$ cat config.mk
export PLATFORM = sky130hd
export DESIGN_NAME = duck_sprite_fetch
export DESIGN_NICKNAME = d
export VERILOG_FILES = /design/src/rtl/duck_sprite_fetch.sv
export SDC_FILE = /design/constraint.sdc
export NUM_CORES = 1
export LEC_CHECK = 0
export ABC_AREA = 0
export ABC_CLOCK_PERIOD_IN_PS = 8000
export CAP_MARGIN = 0
export CORE_MARGIN = 4
export CORE_UTILIZATION = 57
export CTS_CLUSTER_DIAMETER = 80
export DETAILED_ROUTE_END_ITERATION = 8
export GPL_ROUTABILITY_DRIVEN = 0
export PLACE_DENSITY = 0.82
export SLEW_MARGIN = 20
export SYNTH_ARGS = -nofsm -noshare
export SYNTH_HDL_FRONTEND = slang
export SYNTH_SLANG_ARGS = --single-unit
$ cat constraint.sdc
create_clock -name Clk -period 8 [get_ports Clk]
set_clock_uncertainty 0.15 [all_clocks]
set_input_delay 1.2 -clock Clk [delete_from_list [all_inputs] [get_ports Clk]]
set_output_delay 1.2 -clock Clk [all_outputs]
set_load 0.01 [all_outputs]
$ cat src/rtl/duck_sprite_fetch.sv
// Per-pixel sprite fetch for one duck: beam/duck position to sprite-ROM address,
// three-stage pixel pipeline, and the fly/hit/fall animation state machine.
module duck_sprite_fetch #(
   parameter int SPRITE_W        = 39,
   parameter int SPRITE_H        = 39,
   parameter int NUM_FRAMES      = 3,
   parameter int FRAME_DIV       = 8,
   parameter int HIT_TICKS       = 30,
   parameter int TRANSPARENT_IDX = 0,
   parameter int ADDR_W          = 13
) (
   input  logic              Clk,
   input  logic              Reset,
   input  logic              frame_tick,
   input  logic [9:0]        DrawX,
   input  logic [9:0]        DrawY,
   input  logic [9:0]        duck_x,
   input  logic [9:0]        duck_y,
   input  logic              duck_active,
   input  logic              duck_hit,
   input  logic              dir_left,
   output logic [ADDR_W-1:0] rom_addr,
   input  logic [3:0]        rom_data,
   output logic [3:0]        pixel_index,
   output logic              pixel_valid,
   output logic [1:0]        anim_state
);

   localparam int FRAME_SZ = SPRITE_W * SPRITE_H;
   localparam int FLAP_W   = (NUM_FRAMES > 1) ? $clog2(NUM_FRAMES) : 1;
   localparam int TICK_W   = (FRAME_DIV > 1) ? $clog2(FRAME_DIV) : 1;
   localparam int HIT_W    = (HIT_TICKS > 1) ? $clog2(HIT_TICKS) : 1;
   localparam int FRAME_W  = $clog2(NUM_FRAMES + 2);

   typedef enum logic [1:0] {
      FLY  = 2'd0,
      HIT  = 2'd1,
      FALL = 2'd2
   } anim_t;

   anim_t               state_r, state_n_s;
   logic [FLAP_W-1:0]   flap_r, flap_n_s;
   logic [TICK_W-1:0]   tick_cnt_r, tick_cnt_n_s;
   logic [HIT_W-1:0]    hit_cnt_r, hit_cnt_n_s;
   logic [FRAME_W-1:0]  cur_frame_s;
   logic [10:0]         bx_s, by_s, px_s, py_s, dx_s, dy_s, col_s;
   logic                inside_s;
   logic [ADDR_W-1:0]   addr_s;
   logic                inside_d1_r, inside_d2_r;

   // 11-bit operands so duck_x + SPRITE_W cannot wrap near the screen edge
   assign bx_s = {1'b0, DrawX};
   assign by_s = {1'b0, DrawY};
   assign px_s = {1'b0, duck_x};
   assign py_s = {1'b0, duck_y};

   assign inside_s = duck_active
                   & (bx_s >= px_s) & (bx_s < px_s + 11'(SPRITE_W))
                   & (by_s >= py_s) & (by_s < py_s + 11'(SPRITE_H));

   // ROM frame selected by the animation state
   always_comb begin
      cur_frame_s = {FRAME_W{1'b0}};
      case (state_r)
         FLY:     cur_frame_s = FRAME_W'(flap_r);
         HIT:     cur_frame_s = FRAME_W'(NUM_FRAMES);
         FALL:    cur_frame_s = FRAME_W'(NUM_FRAMES + 1);
         default: cur_frame_s = {FRAME_W{1'b0}};
      endcase
   end

   // sprite-relative row/column (mirrored when facing left) and ROM address
   always_comb begin
      dx_s = bx_s - px_s;
      dy_s = by_s - py_s;
      if (dir_left) begin
         col_s = 11'(SPRITE_W - 1) - dx_s;
      end else begin
         col_s = dx_s;
      end
      if (inside_s) begin
         addr_s = ADDR_W'(cur_frame_s) * ADDR_W'(FRAME_SZ)
                + ADDR_W'(dy_s) * ADDR_W'(SPRITE_W)
                + ADDR_W'(col_s);
      end else begin
         addr_s = {ADDR_W{1'b0}};
      end
   end

   // address stage, ROM-wait stage and pixel output stage
   always_ff @(posedge Clk) begin
      if (Reset) begin
         rom_addr    <= {ADDR_W{1'b0}};
         inside_d1_r <= 1'b0;
         inside_d2_r <= 1'b0;
         pixel_index <= 4'd0;
         pixel_valid <= 1'b0;
      end else begin
         rom_addr    <= addr_s;
         inside_d1_r <= inside_s;
         inside_d2_r <= inside_d1_r;
         pixel_index <= inside_d2_r ? rom_data : 4'd0;
         pixel_valid <= inside_d2_r & (rom_data != 4'(TRANSPARENT_IDX));
      end
   end

   // animation state and counters
   always_ff @(posedge Clk) begin
      if (Reset) begin
         state_r    <= FLY;
         flap_r     <= {FLAP_W{1'b0}};
         tick_cnt_r <= {TICK_W{1'b0}};
         hit_cnt_r  <= {HIT_W{1'b0}};
      end else begin
         state_r    <= state_n_s;
         flap_r     <= flap_n_s;
         tick_cnt_r <= tick_cnt_n_s;
         hit_cnt_r  <= hit_cnt_n_s;
      end
   end

   // next-state: duck_active=0 beats everything, a hit beats a same-cycle tick
   always_comb begin
      state_n_s    = state_r;
      flap_n_s     = flap_r;
      tick_cnt_n_s = tick_cnt_r;
      hit_cnt_n_s  = hit_cnt_r;
      if (!duck_active) begin
         state_n_s    = FLY;
         flap_n_s     = {FLAP_W{1'b0}};
         tick_cnt_n_s = {TICK_W{1'b0}};
         hit_cnt_n_s  = {HIT_W{1'b0}};
      end else begin
         case (state_r)
            FLY: begin
               if (duck_hit) begin
                  state_n_s   = HIT;
                  hit_cnt_n_s = {HIT_W{1'b0}};
               end else if (frame_tick) begin
                  if (tick_cnt_r == TICK_W'(FRAME_DIV - 1)) begin
                     tick_cnt_n_s = {TICK_W{1'b0}};
                     if (flap_r == FLAP_W'(NUM_FRAMES - 1)) begin
                        flap_n_s = {FLAP_W{1'b0}};
                     end else begin
                        flap_n_s = flap_r + FLAP_W'(1);
                     end
                  end else begin
                     tick_cnt_n_s = tick_cnt_r + TICK_W'(1);
                  end
               end else begin
                  state_n_s = FLY;
               end
            end
            HIT: begin
               if (frame_tick) begin
                  if (hit_cnt_r == HIT_W'(HIT_TICKS - 1)) begin
                     state_n_s   = FALL;
                     hit_cnt_n_s = {HIT_W{1'b0}};
                  end else begin
                     hit_cnt_n_s = hit_cnt_r + HIT_W'(1);
                  end
               end else begin
                  state_n_s = HIT;
               end
            end
            FALL:    state_n_s = FALL;
            default: begin
               state_n_s    = FLY;
               flap_n_s     = {FLAP_W{1'b0}};
               tick_cnt_n_s = {TICK_W{1'b0}};
               hit_cnt_n_s  = {HIT_W{1'b0}};
            end
         endcase
      end
   end

   assign anim_state = state_r;

endmodule

-- Word-level counts from Yosys, hierarchy flattened
Index checks and enable logic that the tools add are counted.
- $add $sub $neg: 10
- $mul: 2
- order comparisons: 4
- equal/unequal tests: 12
- mux-type cells: 20
- bitwise gates (word level): 10
- reductions and logical operators: 10
- operators with widths (kind ; count):
    $add A10 B6 Y11 const B ; 2
    $lt A10 B11 Y1 ; 2
    $sub A10 B10 Y11 ; 2
    $ge A10 B10 Y1 ; 2
    $mux W2 ; 8
    $mux W5 ; 3
    $pmux W5 S3 ; 1
    $add A13 B11 Y13 ; 1
    $add A13 B13 Y13 ; 1
    $mul A11 B6 Y13 const B ; 1
    $mul A3 B11 Y13 const B ; 1
    $mux W11 ; 1
    $sub A6 B11 Y11 const A ; 1
    $ne A2 B2 Y1 const B ; 5
    $mux W3 ; 3
    $pmux W3 S3 ; 1
    $reduce_or A2 Y1 ; 4
    $ne A3 B3 Y1 const B ; 2
    $pmux W2 S3 ; 1
    $pmux W3 S2 ; 1
    $reduce_and A3 Y1 ; 2
    $add A5 B1 Y5 const B ; 1
    $and A1 B1 Y1 ; 5
    $eq A5 B5 Y1 const B ; 1
    11 further kinds ; 16
- flip-flop bits (word level): 32
- input port bits: 50
- output and inout bits: 20
- word-level logic and storage cells: 77

-- Depth between registers and ports, before layout
Gate-level depths: netlist of the first run.
- word-level depth: 7
- mapped depth: 27
- mapped depth without buffers: 27

-- Worst setup path before layout of the first run
No wires, ideal clock.
- path type: input port to flip-flop
- from: in DrawY[0]
- to: reg rom_addr[11]
- library setup time: 0.113 ns
- data arrival time: 6.447 ns
- data required time: 7.737 ns
- slack: 1.290 ns
- stages on the path: 23
- path buffers: 0
- cells stage by stage: inv_1 -> ha_1 -> inv_1 -> fa_1 -> a211oi_1 -> nor2_1 -> o21a_1 -> nor2_1 -> xnor2_1 -> inv_1 -> maj3_1 -> fa_1 -> fa_1 -> fa_1 -> fa_1 -> inv_1 -> ha_1 -> nor4_1 -> o21ai_0 -> a31o_2 -> a21oi_1 -> xnor2_1 -> and2_4
- cells in the longest elaborated chain, start to end: 5
- elaborated cells on any way between the ends: 10
- classes of those cells: add/sub: 3; mul: 1; order compare: 2; bitwise: 3; reduce/logical: 1
- RTL lines (what ; RTL line ; text):
    start, declared ; 16 ; input logic [9:0] DrawY,
    parallel branches: the longest is 5 deep, another holds $mul A11 B6 Y13 ; -- ;
    end signal, assigned ; 93 ; rom_addr <= {ADDR_W{1'b0}};
    end signal, assigned ; 99 ; rom_addr <= addr_s;
    end, declared ; 22 ; output logic [ADDR_W-1:0] rom_addr,
Parallel ways; which one is timed is not known.
A chain may end at the register's enable or synchronous reset.

-- Final worst setup path of the first run
- from: in duck_y[0]
- to: reg rom_addr[11]
- cells in the longest elaborated chain, start to end: 5
- elaborated cells on any way between the ends: 11
- classes of those cells: add/sub: 4; mul: 1; order compare: 2; bitwise: 3; reduce/logical: 1
- RTL lines (what ; RTL line ; text):
    start, declared ; 18 ; input logic [9:0] duck_y,
    parallel branches: the longest is 5 deep, another holds $mul A11 B6 Y13 ; -- ;
Parallel ways; which one is timed is not known.

==> qor.yml, run 1 <==
outcome: "complete, no violations"
synth_cells: 591
report.final.setup_viol: 0
hold_depth: 1
drive_above_1_share: 0.06051
grt_pass1_vias: 4156
unrepaired_setup_endpoints_after_global_routing: "no"
die_width_um: 102.9
power.share.clock: 0.061
clk_root_buffer_cell: "clkbuf_8"
max_slew.worst_pin.slew_ns: 0.7246
timing.final.crit_share: 0.9023
port_buffers: 69
p_comb_frac: 0.874
total_switching_power_uw: 1254
timing.setup.tns_ns: 0
power_density_nw_per_um2: 423.1
grt_pass1_wl_um: 17730
relSlewSlack: 0.5133
synth_flop_cell: "dfxtp_1"
detail_route.iter0.violations: 148
clkSlewWorstSetupHoldPaths_ns: 0.07
criticalPathCategory: "input pin to flip-flop"
number_of_flops_mapped_to_enable_cells_by_yosys: 0
fmaxAchievable_ghz: 0.1385
cts_buffers: 5
critical_path.startpoint_type: "input pin"
maximum_buffer_depth_of_the_clock_tree: 2
cts_resized: 0
global_route.overflow_total: 0
postSynthAreaPerCell_um2: 8.691
synth_cell_types: 65
dp.final_hpwl_um: 9053
critPathRequiredTime_ns: 8.08
drc: 0
syn-num-nets: 770
number_of_setup_buffers_added_after_cts: 0
netlist_area_um2: 5136
dieArea_um2: 10590
ys_warn_count: 0
power_report.internal_total_uw: 1300
clkLatencyLatePin_ns: 0.29
die_h_um: 102.9
htree_levels: 2
multiInputGateArea_um2: 4095
rows: 34
netSwitchingFraction: 0.4911
dp_cells: 761
final-instance-count-excl-fill: 769
cts_num_sinks: 32
fillerInstances: 716
layout_commonest_cell: "inv_1"
post_drt_via_cell_ratio: 5.421
quantity_of_hold_fixing_buffers_added_after_cts: 0
global_route.usage.total: 0.2063
vdd_drop_max_mv: 0.3659
timing_hold_violations_final: 0
post_synth_arst_share: 0
cts_tree: "built"
critical_path_capture_point_type: "flip-flop"
via_count: 4169
antennaDiodeCount: 0
firstDrtPassIters: 4
p_total_uw: 2554
finalNetCount: 839
synth-seq-area-share: 0.1247
routedWlPerCell_um: 13.39
worst_hold_path_type: "flip-flop to flip-flop"
timing.max_cap.violations: 0
design.core.area_um2: 8763
grt_max_degree: 15
final-max-slew-violation-count: 0
layout_common_cells: "inv_1, ha_1, clkdlybuf4s50_1"
detail-route-antenna-nets: 0
synth_seq_cells: 32
final_util: 0.6889
synthToLayoutAreaGrowth_pct: 17.54
effective_utilization_at_floorplan: 0.5861
cp_data_arrival_time_ns: 7.30
crit_fanout: 4
leakage_uw: 0.002795
number_of_antenna_violations_at_the_first_check_in_global_routing: 0
floorplan.io_pins: 70
r2r.worst_path.cells: 22
final-seq-area_um2: 640.6
totalWireLength_um: 10300
fin_crit_ns: 7.218
power.share.sequential: 0.066
stage by stage:
step	setup slack, ns	area [um^2]	hold WS (ns)
6_report	0.7819	6037	0.2949
5_1_grt	0.3143	6037	0.3218
4_1_cts	0.7813	6037	0.3030
3_5_place_dp	0.4848	5926	0.2879
3_3_place_gp	0.6372	5926	0.2733
2_1_floorplan	1.290	5136	0.2638
layout make-up:
type	instances	share of cell area
sequential	32	0.1061
inverter	97	0.06031
tap	108	0.02238
multi-input combinational	455	0.6783
clock inverter	3	0.007047
timing repair buffer	69	0.1144
clock buffer	5	0.01140
cells by family after synthesis:
| family | share of synthesized area |
|---|---|
| AOI/OAI and AO/OA | 0.1588 |
| DFF | 0.1247 |
| xor gates and xnor gates | 0.1021 |
| buffers and inverters | 0.07795 |
| and+or+nand+nor | 0.1613 |
| muxes | 0.001949 |
| adders and majority gates | 0.3732 |
routing by layer:
layer	vias to the layer above	track usage	part of all wire	wire, um
met5	-	0	0	0
met4	0	0.07869	0.026	271
met3	22	0.02774	0.052	532
met2	97	0.3552	0.47	4859
met1	1914	0.2618	0.45	4632
li1	2136	-	-	-
synth_stat cells, drive strengths merged, types with 4 or more instances:
master	number	area share
inv	97	0.071
ha	90	0.22
xnor2	46	0.080
fa	39	0.15
nor2	38	0.028
dfxtp	32	0.12
o21ai	27	0.026
nand2	25	0.018
a21oi	24	0.024
and2	19	0.028
nor3	16	0.017
a21o	13	0.019
xor2	13	0.022
nand2b	12	0.015
o21a	12	0.018
nor2b	10	0.014
a211oi	6	0.0097
nand3	6	0.0058
nand4	6	0.0073
nor4	5	0.012
and3	4	0.0051
buf	4	0.0049
o31ai	4	0.0078
final timing paths:
check | from | endpoint | slack (ns)
worst max-delay path | duck_y[0] | rom_addr[11]$_SDFF_PP0_ | 0.78
worst min register to register | inside_d1_r$_SDFF_PP0_ | inside_d2_r$_SDFF_PP0_ | 0.29
worst max register to register | anim_state[0]$_SDFFE_PP0P_ | rom_addr[11]$_SDFF_PP0_ | 1.96
worst min-delay path | inside_d1_r$_SDFF_PP0_ | inside_d2_r$_SDFF_PP0_ | 0.29
critical path, stage by stage:
cell and delay, ns:
clkdlybuf4s50_1 0.50, ha_1 0.23, inv_1 0.08, fa_1 0.43, a211oi_1 0.30, nor2_1 0.11
o21a_1 0.18, nor2_1 0.11, xnor2_1 0.22, xnor2_1 0.22, xnor2_1 0.13, ha_1 0.29
inv_1 0.05, fa_1 0.53, inv_1 0.05, fa_1 0.52, inv_1 0.05, fa_1 0.52
inv_1 0.04, ha_1 0.35, o21a_1 0.21, o21ai_0 0.15, nand2b_1 0.11, a31o_2 0.24
a21oi_1 0.17, xnor2_1 0.14, and2_4 0.14
power groups by stage:
stage / logic [uW] / registers (uW) / clock network [uW]
2_1_floorplan: 1820 / 174 / 0
3_3_place_gp: 2120 / 171 / 0
3_5_place_dp: 2210 / 171 / 0
4_1_cts: 2230 / 168 / 160
5_1_grt: 2570 / 168 / 167
6_report: 2230 / 168 / 155
flip-flops by register name (all words and copies together), names as in the netlist:
signal,cells
pixel_valid,1
inside_d1_r,1
pixel_index,4
hit_cnt_r,5
tick_cnt_r,3
flap_r,2
inside_d2_r,1
anim_state,2
rom_addr,13
Power figures use the tool's default switching activity.
==> inputs of run 2 (changes only) <==
--- a/config.mk
+++ b/config.mk
@@ -8,6 +8,7 @@
 export ABC_AREA = 0
 export ABC_CLOCK_PERIOD_IN_PS = 8000
 export CAP_MARGIN = 0
+export CORE_ASPECT_RATIO = 1.1
 export CORE_MARGIN = 4
 export CORE_UTILIZATION = 57
 export CTS_CLUSTER_DIAMETER = 80
==> qor.yml, run 2 (same netlist as run 1, synthesis figures left out) <==
crit_slowest_cell: "fa_1"
power_density_nw_per_um2: 429.2
power.share.sequential: 0.065
cts_buffers: 5
cpPeakStageDelay_ns: 0.55
die_h_um: 107.6
grt.met1_usage: 0.2463
grt_pass1_wl_um: 18590
global_route.overflow_total: 0
report.final.setup_viol: 0
detail-route-antenna-nets: 0
relSlewSlack: 0.4961
criticalPathCategory: "input pin to flip-flop"
totalWireLength_um: 10770
dp.final_hpwl_um: 9421
layout_setup_ws_ns: 0.7179
final_util: 0.6847
cts_resized: 0
maximum_buffer_depth_of_the_clock_tree: 2
max_slew.worst_pin.slew_ns: 0.7502
effective_utilization_at_floorplan: 0.5818
finalNetCount: 839
p_comb_frac: 0.875
power.share.clock: 0.060
setup.reg_to_reg.worst_slack_ns: 1.90
fmaxAchievable_ghz: 0.1373
timing.max_cap.violations: 0
multiInputGateArea_um2: 4095
design.core.area_um2: 8828
crit_fanout: 4
quantity_of_hold_fixing_buffers_added_after_cts: 0
crit_path_start: "duck_y[0]"
worst_hold_path_type: "flip-flop to flip-flop"
layout_commonest_cell: "inv_1"
port_buffers: 69
power_report.internal_total_uw: 1306
global_route.usage.total: 0.2090
crit-reg2reg-launch: "anim_state[0]$_SDFFE_PP0P_"
antennaDiodeCount: 0
cp_data_arrival_time_ns: 7.36
via_count: 4241
routedWlPerCell_um: 13.89
clkLatencyLatePin_ns: 0.29
fillerInstances: 714
detail_route.iter0.violations: 152
cts_num_sinks: 32
top_regs: "rom_addr x13, hit_cnt_r x5, pixel_index x4"
fin_crit_ns: 7.282
critical_path.startpoint_type: "input pin"
holdCritStartpoint: "inside_d1_r$_SDFF_PP0_"
leakage_uw: 0.002795
synthToLayoutAreaGrowth_pct: 17.69
clkSlewWorstSetupHoldPaths_ns: 0.07
met2_usage_grt: 0.3874
layout_common_cells: "inv_1, ha_1, clkdlybuf4s50_1"
fin_hold_ws_ns: 0.2946
critPathRequiredTime_ns: 8.08
post_drt_via_cell_ratio: 5.472
dieArea_um2: 10600
rows: 36
timing_hold_violations_final: 0
clk_root_buffer_cell: "clkbuf_8"
grt.busiest_layer: "met2"
preCtsSetupSlack_ns: 0.4545
drc: 0
die_width_um: 98.51
hold_depth: 1
number_of_setup_buffers_added_after_cts: 0
vdd_drop_max_mv: 0.4025
outcome: "complete, no violations"
grt_pass1_vias: 4369
critical_path_capture_point_type: "flip-flop"
final-seq-area_um2: 640.6
cts_tree: "built"
firstDrtPassIters: 4
floorplan.io_pins: 70
netSwitchingFraction: 0.4966
timing.final.crit_share: 0.9103
htree_levels: 2
total_switching_power_uw: 1288
drive_above_1_share: 0.06051
worst_r2r_endpoint: "rom_addr[11]$_SDFF_PP0_"
final-max-slew-violation-count: 0
grtUsageMet3: 0.02852
timing.setup.tns_ns: 0
r2r.worst_path.cells: 22
worst_hold_path.endpoint: "inside_d2_r$_SDFF_PP0_"
largest_reg_flops: 13
grt_max_degree: 15
unrepaired_setup_endpoints_after_global_routing: "no"
number_of_antenna_violations_at_the_first_check_in_global_routing: 0
registers.top_by_ff_count: "rom_addr"
run 2: power groups by stage:
stage / Combinational, uW / Clock, uW / Sequential [uW]
3_5_place_dp: 2220 / 0 / 172
3_3_place_gp: 2130 / 0 / 171
2_1_floorplan: 1820 / 0 / 174
6_report: 2270 / 155 / 168
4_1_cts: 2270 / 159 / 168
5_1_grt: 2560 / 163 / 168
run 2: final cells by class:
class                      count  area share
clock inverter                 3    0.007038
timing repair buffer          69      0.1143
sequential                    32      0.1060
clock buffer                   5     0.01138
tap                          114     0.02360
inverter                      97     0.06024
multi-input combinational    455      0.6775
run 2: worst max path at each step:
stage	slack, ns	cells after the start	end
2_1_floorplan	1.29	23	rom_addr[11]$_SDFF_PP0_
4_1_cts	0.75	25	rom_addr[11]$_SDFF_PP0_
6_report	0.72	25	rom_addr[11]$_SDFF_PP0_
3_5_place_dp	0.45	23	rom_addr[11]$_SDFF_PP0_
5_1_grt	0.35	25	rom_addr[11]$_SDFF_PP0_
3_3_place_gp	0.65	25	rom_addr[11]$_SDFF_PP0_
run 2: layer usage:
layer	routed length, um	up-vias
li1	-	2126
met1	4616	1971
met2	5362	118
met3	502	26
met4	284	0
met5	0	-
run 2: stage by stage:
stage | total power (uW) | cell area, um^2 | instances
CTS | 2594 | 6045 | 775
detailed placement | 2396 | 5933 | 767
global placement | 2298 | 5933 | 767
global route | 2888 | 6045 | 775
finish | 2594 | 6045 | 775
floorplan | 1993 | 5136 | 591
run 2: critical path: cells and delay by family:
kind	cells	cell delay (ns)
compound gates	5	1.17
simple gates	4	0.54
buf+inv	6	0.84
xor+xnor	2	0.36
fa+ha+maj	8	3.25
==> inputs of run 3 (changes only) <==
--- a/config.mk
+++ b/config.mk
@@ -14,6 +14,7 @@
 export CTS_CLUSTER_DIAMETER = 80
 export DETAILED_ROUTE_END_ITERATION = 8
 export GPL_ROUTABILITY_DRIVEN = 0
+export HOLD_SLACK_MARGIN = 0.03
 export PLACE_DENSITY = 0.82
 export SLEW_MARGIN = 20
 export SYNTH_ARGS = -nofsm -noshare
==> results of run 3 <==
No change in the layout: final DEF, timing and power equal those of run 2.
